### config.mk
export PLATFORM = sky130hd
export DESIGN_NAME = d_sram_bridge
export DESIGN_NICKNAME = d
export VERILOG_FILES = /design/src/rtl/d_sram_bridge.sv
export SDC_FILE = /design/constraint.sdc
export NUM_CORES = 1
export LEC_CHECK = 0
export ABC_CLOCK_PERIOD_IN_PS = 3400
export CORE_AREA = 2 2 100 102
export CTS_BUF_LIST = sky130_fd_sc_hd__clkbuf_4
export DETAILED_ROUTE_END_ITERATION = 8
export DIE_AREA = 0 0 102 104
export GPL_ROUTABILITY_DRIVEN = 0
export PLACE_DENSITY_LB_ADDON = 0.3
export SLEW_MARGIN = 0
export SYNTH_ARGS = -nofsm -noshare
export SYNTH_HDL_FRONTEND = slang
export SYNTH_SLANG_ARGS = --single-unit
### constraint.sdc
create_clock -name clk -period 3.4 [get_ports clk]
set_input_delay 0.68 -clock clk [delete_from_list [all_inputs] [get_ports clk]]
set_output_delay 0.68 -clock clk [all_outputs]
set_load 0.1 [all_outputs]
### src/rtl/d_sram_bridge.sv
// d_sram_bridge
//   Bridges the M-stage data access of an in-order MIPS-style pipeline onto an
//   SRAM-like bus with separate address and data handshakes. Each access
//   produces exactly one bus transaction, with request fields held stable
//   until the bus accepts them. Load data is returned in a held register.
//
// Parameters
//   KSEG_MAP       1: kseg0/kseg1 virtual addresses are mapped to physical
//                  addresses. 0: addresses pass through unchanged.
// Ports
//   clk            pipeline clock, rising edge
//   resetn         synchronous active-low reset
//   cpu_en         M-stage access valid (already exception gated)
//   cpu_wen[3:0]   byte write strobes, 0 = load
//   cpu_addr[31:0] virtual byte address
//   cpu_wdata      lane-aligned store data
//   longest_stall  global pipeline stall, M stage holds while 1
//   cpu_rdata      load data returned to the CPU
//   d_stall        data-side stall request to the hazard unit
//   data_req/wr/size/addr/wdata   bus request channel
//   data_addr_ok   bus accepted the request
//   data_data_ok   read data valid / write completed
//   data_rdata     bus read data
module d_sram_bridge #(
   parameter bit KSEG_MAP = 1'b1
) (
   input  logic        clk,
   input  logic        resetn,
   input  logic        cpu_en,
   input  logic [3:0]  cpu_wen,
   input  logic [31:0] cpu_addr,
   input  logic [31:0] cpu_wdata,
   input  logic        longest_stall,
   output logic [31:0] cpu_rdata,
   output logic        d_stall,
   output logic        data_req,
   output logic        data_wr,
   output logic [1:0]  data_size,
   output logic [31:0] data_addr,
   output logic [31:0] data_wdata,
   input  logic        data_addr_ok,
   input  logic        data_data_ok,
   input  logic [31:0] data_rdata
);

   typedef enum logic [1:0] {S_IDLE, S_REQ, S_WAIT, S_DONE} state_t;

   state_t      state_q, state_d;
   logic        wr_q, wr_d;
   logic [1:0]  size_q, size_d;
   logic [31:0] addr_q, addr_d;
   logic [31:0] wdata_q, wdata_d;
   logic [31:0] rdata_q, rdata_d;

   logic [1:0]  req_size;
   logic [1:0]  req_lo;
   logic [31:0] phys_addr;
   logic        rd_done;

   // Store strobes decide the transfer size and the low address bits.
   // Loads and irregular strobe patterns fall back to an aligned word.
   always_comb begin
      req_size = 2'd2;
      req_lo   = 2'b00;
      case (cpu_wen)
         4'b0011: begin req_size = 2'd1; req_lo = 2'b00; end
         4'b1100: begin req_size = 2'd1; req_lo = 2'b10; end
         4'b0001: begin req_size = 2'd0; req_lo = 2'b00; end
         4'b0010: begin req_size = 2'd0; req_lo = 2'b01; end
         4'b0100: begin req_size = 2'd0; req_lo = 2'b10; end
         4'b1000: begin req_size = 2'd0; req_lo = 2'b11; end
         default: begin req_size = 2'd2; req_lo = 2'b00; end
      endcase
   end

   // kseg0 (100) and kseg1 (101) are unmapped windows onto the low 512 MB.
   always_comb begin
      phys_addr = {cpu_addr[31:2], req_lo};
      if (KSEG_MAP && (cpu_addr[31:29] == 3'b100 || cpu_addr[31:29] == 3'b101)) begin
         phys_addr = {3'b000, cpu_addr[28:2], req_lo};
      end
   end

   // State and datapath registers
   always_ff @(posedge clk) begin
      if (!resetn) begin
         state_q <= S_IDLE;
         wr_q    <= 1'b0;
         size_q  <= 2'd0;
         addr_q  <= 32'd0;
         wdata_q <= 32'd0;
         rdata_q <= 32'd0;
      end else begin
         state_q <= state_d;
         wr_q    <= wr_d;
         size_q  <= size_d;
         addr_q  <= addr_d;
         wdata_q <= wdata_d;
         rdata_q <= rdata_d;
      end
   end

   // Next-state logic. data_data_ok before address acceptance is ignored;
   // once issued, the access always runs to completion even if flushed.
   always_comb begin
      state_d = state_q;
      case (state_q)
         S_IDLE: if (cpu_en) state_d = S_REQ;
         S_REQ:  if (data_addr_ok) state_d = data_data_ok ? S_DONE : S_WAIT;
         S_WAIT: if (data_data_ok) state_d = S_DONE;
         S_DONE: if (!longest_stall) state_d = S_IDLE;
         default: state_d = S_IDLE;
      endcase
   end

   // Request fields latch only on IDLE -> REQ so they stay put under back-pressure.
   assign rd_done = !wr_q && data_data_ok &&
                    ((state_q == S_REQ && data_addr_ok) || state_q == S_WAIT);

   always_comb begin
      wr_d    = wr_q;
      size_d  = size_q;
      addr_d  = addr_q;
      wdata_d = wdata_q;
      rdata_d = rdata_q;
      if (state_q == S_IDLE && cpu_en) begin
         wr_d    = (cpu_wen != 4'b0000);
         size_d  = req_size;
         addr_d  = phys_addr;
         wdata_d = cpu_wdata;
      end
      if (rd_done) begin
         rdata_d = data_rdata;
      end
   end

   // Outputs
   always_comb begin
      data_req   = (state_q == S_REQ);
      d_stall    = cpu_en && (state_q != S_DONE);
      data_wr    = wr_q;
      data_size  = size_q;
      data_addr  = addr_q;
      data_wdata = wdata_q;
      cpu_rdata  = rdata_q;
   end

endmodule

-- Word level (Yosys, flattened, before mapping)
Index checks and enable logic that the tools add are counted.
- register bits after elaboration: 101
- logic and storage cells: 45
- multiplexer cells: 9
- reductions and logical operators: 14
- equality and inequality tests: 16
- operators with widths (operator ; count):
    $mux W32 ; 1
    $eq A4 B2 Y1 const B ; 2
    $eq A4 B4 Y1 const B ; 2
    $mux W2 ; 4
    $ne A2 B2 Y1 const B ; 4
    $pmux W2 S4 ; 1
    $eq A3 B3 Y1 const B ; 2
    $pmux W2 S3 ; 1
    $logic_and A1 B1 Y1 ; 5
    $eq A2 B2 Y1 const B ; 2
    $eq A4 B1 Y1 const B ; 1
    $eq A4 B3 Y1 const B ; 1
    $pmux W2 S2 ; 1
    $reduce_and A4 Y1 ; 1
    $reduce_bool A4 Y1 ; 1
    $reduce_or A2 Y1 ; 2
    $reduce_or A4 Y1 ; 1
    $eq A2 B1 Y1 const B ; 1
    $logic_not A2 Y1 ; 1
    $logic_or A1 B1 Y1 ; 2
    $ne A2 B1 Y1 const B ; 1
    $logic_not A1 Y1 ; 1
    $mux W1 ; 1

-- Logic depth before layout (Yosys ltp)
Gate-level depths: netlist of run 1.
- word-level depth: 4
- depth in mapped cells: 8
- depth with buffers taken out: 6

-- Least setup slack after synthesis of run 1
No wires, ideal clock.
- path kind: input port to output port
- start point: input cpu_en
- end point: output d_stall
- stages on the path: 1
- path buffers: 0
- setup slack: 0.706 ns
- data arrival time: 2.014 ns
- path through: nor2b_1
- longest elaborated chain between the ends: 1
- RTL lines (element ; RTL line ; text):
    from (decl) ; 29 ; input logic cpu_en,
    $logic_and A1 B1 Y1 ; 140 ; d_stall = cpu_en && (state_q != S_DONE);
    to (decl) ; 35 ; output logic d_stall,
No other way between the ends.

-- Final worst setup path of run 1
- start point: register wdata_q[15], in the netlist data_wdata[15]
- end point: output data_wdata[15]
- RTL lines (element ; RTL line ; text):
    from (decl) ; 52 ; logic [31:0] wdata_q, wdata_d;
    from (signal assigned) ; 98 ; wdata_q <= wdata_d;
    to (decl) ; 40 ; output logic [31:0] data_wdata,
No word-level cell between the ends.

==> flow_summary.ini, run 1 <==
[outcome]
outcome = finished, final reports clean

[critical_path]
timing.rr.start = state_q[0]
startpoint_type = flip-flop
crit_fanout = 2
critical_path.slowest_cell = clkdlybuf4s50_1
crit_chain = clkdlybuf4s50_1
cp.buffers_inverters = 1
cp_slowest_stage_delay_ns = 1.15
reg2reg_slack_ns = 1.50
worstReg2RegEnd = data_addr[16]
critPathTopFamily = buffers and inverters
required_ns = 2.72
worst_ep_arrival_time_ns = 1.96
cp-end-kind = output pin
reg2regPathDepth = 6
critical_path_class = reg -> out

[cells_and_area]
nFillCells = 816
fin_util = 0.618
syn_to_final_growth_pct = 59.3
diodes = 0
nets = 763
fin_cells = 790
drive_gt1_frac = 0.0852

[power]
power_mw = 4.74
internal_power_mw = 2.34
vdd_drop_max_uv = 427
clock_power_share = 0.159
p_sw_frac = 0.506
power.switching_mw = 2.40
p_per_area_mw_per_mm2 = 803
power.leakage_nw = 2.19
p_comb_frac = 0.528
seqPwrFrac = 0.313

[floorplan]
fp-row-count = 36
die_w_um = 102
ios = 207
start_util = 0.388
die_h_um = 104
die-area_mm2 = 0.0106
core_mm2 = 0.00955

[route]
drt_iter0_drc = 81
dr_total_vias = 3668
vias_per_cell = 4.64
drc_errors = 0
drt-total-wl_um = 10200
wl_per_cell_um = 13.0
firstDrtPassIters = 4
antenna_left = 0

[placed_design]
hpwl_um = 7450
dp_slack_ns = 0.991
portBuffers = 204
dp_cells = 774

[synthesis]
synth_cells = 461
synth_ff_type = dfxtp_1
synth_common_cells = 186 x nand2_1, 101 x a21oi_1, 101 x dfxtp_1, 14 x clkbuf_1, 7 x buf_6
async_flop_share = 0
yosysMostFrequentCell = nand2_1
ys_ff_latch = 101
synth-seq-area-share = 0.546
synth_top_area_cell = dfxtp_1
synth.distinct_cells = 28
yosys.area.top_type_share = 0.546
syn_area_mm2 = 0.00370
synth_warnings = 0
synth.avg_cell_area_um2 = 8.04
syn_nets = 572
synth_edf_count = 0
synth_top_cells_by_area = dfxtp_1 55%, nand2_1 19%, a21oi_1 14%, buf_6 2.1%, ha_1 1.7%

[sta]
period_needed_ns = 2.64
slew_violations = 0
slew_headroom = 0.334
rsz0062_at_grt = false
maxClockFrequency_mhz = 379
fin_crit_sh = 0.776
final-setup-viol-count = 0
hold_viol = 0
fin_setup_tns_ns = 0
setup_slack_ns = 0.760
tightest_slew_ns = 0.995
skew_ns = 0.0107

[global_routing]
grt_pass1_vias = 3382
track_usage = 0.184
grt_pass1_wl_um = 15600
grt_max_degree = 58
antenna_found_initial = 0
overflow = 0

[min_path]
whs_endpoint = data_wdata[1]
min_from = data_wdata[1]
whs_path_depth = 2
min_path_type = reg -> reg

[clocking]
root_buffer = clkbuf_4
cts_resized = 0
cts.clk_slew.worst_paths_ns = 0.15
cts_hold_buf = 0
clk_latency_ns = 0.44
numCtsBuffers = 9
clock_path_buffers = 2
cts_tree = done
h-tree-depth = 3
clock-sinks = 101
postCtsSetupBuffers = 0

[flow_run]
maxCapViolCount = 0
[cells in the final DEF, fill, tap and decap left out, drive strengths merged]
| cell type | Yosys | layout |
|---|---|---|
| nand2 | 190 | 190 |
| clkdlybuf4s50 | 0 | 179 |
| a21oi | 102 | 102 |
| dfxtp | 101 | 101 |
| buf | 18 | 33 |
| clkbuf | 14 | 9 |
| nor2 | 6 | 6 |
| ha | 5 | 5 |
| inv | 4 | 4 |
| o21ai | 3 | 3 |
| nor4 | 3 | 3 |
| bufinv | 0 | 3 |
| clkinv | 0 | 3 |
| nand2b | 2 | 2 |
| nand3 | 2 | 2 |
| nor2b | 1 | 1 |
| and2 | 1 | 1 |
| nor3b | 1 | 1 |
| or3b | 1 | 1 |
| or2b | 1 | 1 |
| o2111ai | 1 | 1 |
| o32ai | 1 | 1 |
| and3 | 1 | 1 |
| a31oi | 1 | 1 |
| mux2i | 1 | 1 |
| xnor2 | 1 | 1 |
| clkinvlp | 0 | 1 |
[registers in the layout (all words and copies together), names as in the netlist]
signal      count
data_addr      32
data_size       2
cpu_rdata      32
state_q         2
data_wdata     32
data_wr         1
[layout make-up]
| type | instances | area, µm² | area share |
|---|---|---|---|
| timing repair buffer | 212 | 2040 | 0.345 |
| sequential | 101 | 2020 | 0.343 |
| multi-input combinational | 324 | 1480 | 0.251 |
| tap | 133 | 166 | 0.0282 |
| clock inverter | 7 | 114 | 0.0193 |
| clock buffer | 9 | 67.6 | 0.0114 |
| inverter | 4 | 15.0 | 0.00254 |
[routing by layer]
metal / vias up / share of wire / wire (µm) / global-route usage
met5: - / 0 / 0 / 0
met4: 0 / 0.020 / 205 / 0.0790
met3: 16 / 0.10 / 1060 / 0.0672
met2: 147 / 0.47 / 4790 / 0.306
met1: 1637 / 0.41 / 4180 / 0.210
li1: 1868 / - / - / -
[how the worst max path moves through the flow]
stage,from,end,depth (start not counted)
CTS,data_wdata[17],data_wdata[17],1
finish,data_wdata[15],data_wdata[15],1
detailed placement,cpu_en,data_addr[29],5
global placement,cpu_en,data_addr[31],5
global route,data_wdata[15],data_wdata[15],1
floorplan,cpu_en,d_stall,1
[worst reg2reg max path: stages (launching register included)]
cell     delay [ns]
dfxtp_1        0.41
inv_1          0.11
ha_1           0.24
nand2_2        0.46
buf_4          0.36
nand2_1        0.10
a21oi_1        0.16
[power groups by stage]
| stage | sequential (mW) | clock (mW) | combinational (mW) |
|---|---|---|---|
| floorplan | 2.82 | 0 | 0.635 |
| global placement | 1.50 | 0 | 2.49 |
| detailed placement | 1.51 | 0 | 2.51 |
| CTS | 1.49 | 0.785 | 2.52 |
| global route | 1.51 | 0.826 | 2.62 |
| finish | 1.48 | 0.755 | 2.50 |
[metrics by stage]
| step | hold slack (ns) | instance area, µm² |
|---|---|---|
| floorplan | 0.483 | 3700 |
| global placement | 0.441 | 5720 |
| detailed placement | 0.446 | 5720 |
| CTS | 0.465 | 5900 |
| global route | 0.475 | 5900 |
| finish | 0.463 | 5900 |
[logic make-up (layout without fill, tap and decap cells)]
family / Yosys count / after routing / share of synthesized area
AOI/OAI and AO/OA: 108 / 108 / 0.149
xor gates and xnor gates: 1 / 1 / 0.00236
adders and majority gates: 5 / 5 / 0.0169
buffers and inverters: 36 / 232 / 0.0578
DFF: 101 / 101 / 0.546
muxes: 1 / 1 / 0.00270
and+or+nand+nor: 209 / 209 / 0.225
No activity file was read; power rests on OpenSTA's default activity.
==> run 2: changes to the inputs <==
--- a/config.mk
+++ b/config.mk
@@ -5,7 +5,7 @@
 export SDC_FILE = /design/constraint.sdc
 export NUM_CORES = 1
 export LEC_CHECK = 0
-export ABC_CLOCK_PERIOD_IN_PS = 3400
+export ABC_CLOCK_PERIOD_IN_PS = 2550
 export CORE_AREA = 2 2 100 102
 export CTS_BUF_LIST = sky130_fd_sc_hd__clkbuf_4
 export DETAILED_ROUTE_END_ITERATION = 8
==> constraint.sdc (replaced) <==
create_clock -name clk -period 2.55 [get_ports clk]
set_input_delay 0.51 -clock clk [delete_from_list [all_inputs] [get_ports clk]]
set_output_delay 0.51 -clock clk [all_outputs]
set_load 0.1 [all_outputs]
==> run 2 against run 1 <==
Against the previous run:
- global-route usage is 1.1 points higher
- highest routed layer unchanged
- flip-flop and latch count stayed put
- cell count increased by 0.13%
- critical endpoint is now d_stall
==> flow_summary.ini, run 2 (synthesis gave the netlist of run 1 again) <==
[floorplan]
die_w_um = 102
ios = 207
start_util = 0.388
die-area_mm2 = 0.0106
die_h_um = 104
fp-row-count = 36
core_mm2 = 0.00955

[sta]
final-setup-viol-count = 0
setup_slack_ns = 0.560
slew_headroom = 0.611
skew_ns = 0.0188
period_needed_ns = 1.99
rsz0062_at_grt = false
hold_viol = 0
slew_violations = 0
fin_crit_sh = 0.780
tightest_slew_ns = 0.582
maxClockFrequency_mhz = 503
fin_setup_tns_ns = 0

[critical_path]
critPathTopFamily = buffers and inverters
cp.buffers_inverters = 2
startpoint_type = primary input
cp_slowest_stage_delay_ns = 0.52
critical_path.slowest_cell = clkdlybuf4s50_1
worst-path-stages = 3
critical_path_class = in -> out
worst_ep_arrival_time_ns = 1.48
reg2regPathDepth = 6
reg2reg_slack_ns = 0.73
cp-end-kind = output pin
crit_chain = clkdlybuf4s50_1 -> nor2b_1 -> buf_12
crit_fanout = 4
required_ns = 2.04

[global_routing]
antenna_found_initial = 0
grt_max_degree = 43
grt_pass1_vias = 3681
track_usage = 0.195
grt_pass1_wl_um = 16800
overflow = 0

[clocking]
clock-sinks = 101
postCtsSetupBuffers = 0
h-tree-depth = 3
clk_latency_ns = 0.43
clock_path_buffers = 2
root_buffer = clkbuf_4
cts_resized = 0
numCtsBuffers = 9
cts.clk_slew.worst_paths_ns = 0.13
cts_hold_buf = 0
cts_tree = done

[power]
p_per_area_mw_per_mm2 = 1080
vdd_drop_max_uv = 589
power.leakage_nw = 2.35
power_mw = 6.19

[cells_and_area]
drive_gt1_frac = 0.204
fin_util = 0.601
nets = 765
diodes = 0
fin_cells = 791
final_common_cell = nand2_1
final_cell_mix = 185 x nand2_1, 107 x buf_4, 103 x clkdlybuf4s50_1
nFillCells = 853
syn_to_final_growth_pct = 55.0

[route]
dr_total_vias = 3706
drc_errors = 0
wl_per_cell_um = 13.2
vias_per_cell = 4.69
drt-total-wl_um = 10400
drt_iter0_drc = 84
firstDrtPassIters = 5
antenna_left = 0

[placed_design]
dp_cells = 776
dp_slack_ns = 0.486
hpwl_um = 7670
portBuffers = 204

[min_path]
whs_path_depth = 2
min_path_type = reg -> reg

[outcome]
outcome = finished, final reports clean

[flow_run]
maxCapViolCount = 0
## run 2: cell count changes in the layout (fill, tap and decap cells not counted)
| cell | previous run | this run |
|---|---|---|
| buf_4 | 33 | 107 |
| clkinv_1 | 2 | 1 |
| clkdlybuf4s50_1 | 179 | 103 |
| clkinvlp_4 | 1 | 0 |
| clkinv_4 | 1 | 0 |
| buf_12 | 0 | 4 |
| clkinv_2 | 0 | 3 |
| bufinv_16 | 3 | 2 |
## run 2: cell type report
class | instances | area, µm² | area share
Tap cell | 133 | 166 | 0.0290
Timing Repair Buffer | 214 | 1910 | 0.333
Inverter | 4 | 15.0 | 0.00261
Clock inverter | 6 | 78.8 | 0.0137
Clock buffer | 9 | 67.6 | 0.0118
Sequential cell | 101 | 2020 | 0.352
Multi-Input combinational cell | 324 | 1480 | 0.258
## run 2: final timing paths
path / end / start
hold reg to reg: data_addr[19] / data_addr[19]
hold / removal: data_addr[19] / data_addr[19]
setup / recovery: d_stall / cpu_en
setup reg to reg: data_wdata[30] / state_q[0]
## run 2: layer usage
layer | GRT usage | vias to the layer above | part of all wire
met5 | 0 | - | 0
met4 | 0.0657 | 0 | 0.015
met3 | 0.0780 | 12 | 0.10
met2 | 0.334 | 142 | 0.49
met1 | 0.219 | 1678 | 0.40
li1 | - | 1874 | -
## run 2: per-stage QoR
step           cell area (µm²)  hold WS, ns
2_1_floorplan             3700        0.483
3_3_place_gp              5600        0.440
3_5_place_dp              5600        0.447
4_1_cts                   5740        0.465
5_1_grt                   5740        0.477
6_report                  5740        0.463
## run 2: power by group
part / leakage (nW) / switching, mW / total, mW / internal, mW
combinational: 1.44 / 2.55 / 3.32 / 0.766
sequential: 0.825 / 0.148 / 1.99 / 1.84
clock: 0.0830 / 0.494 / 0.879 / 0.386
total: 2.35 / 3.20 / 6.19 / 2.99
## run 2: tightest hold or removal path, stage by stage (launching register included)
cell and delay [ns]:
dfxtp_1 0.33, nand2_1 0.05, a21oi_1 0.05
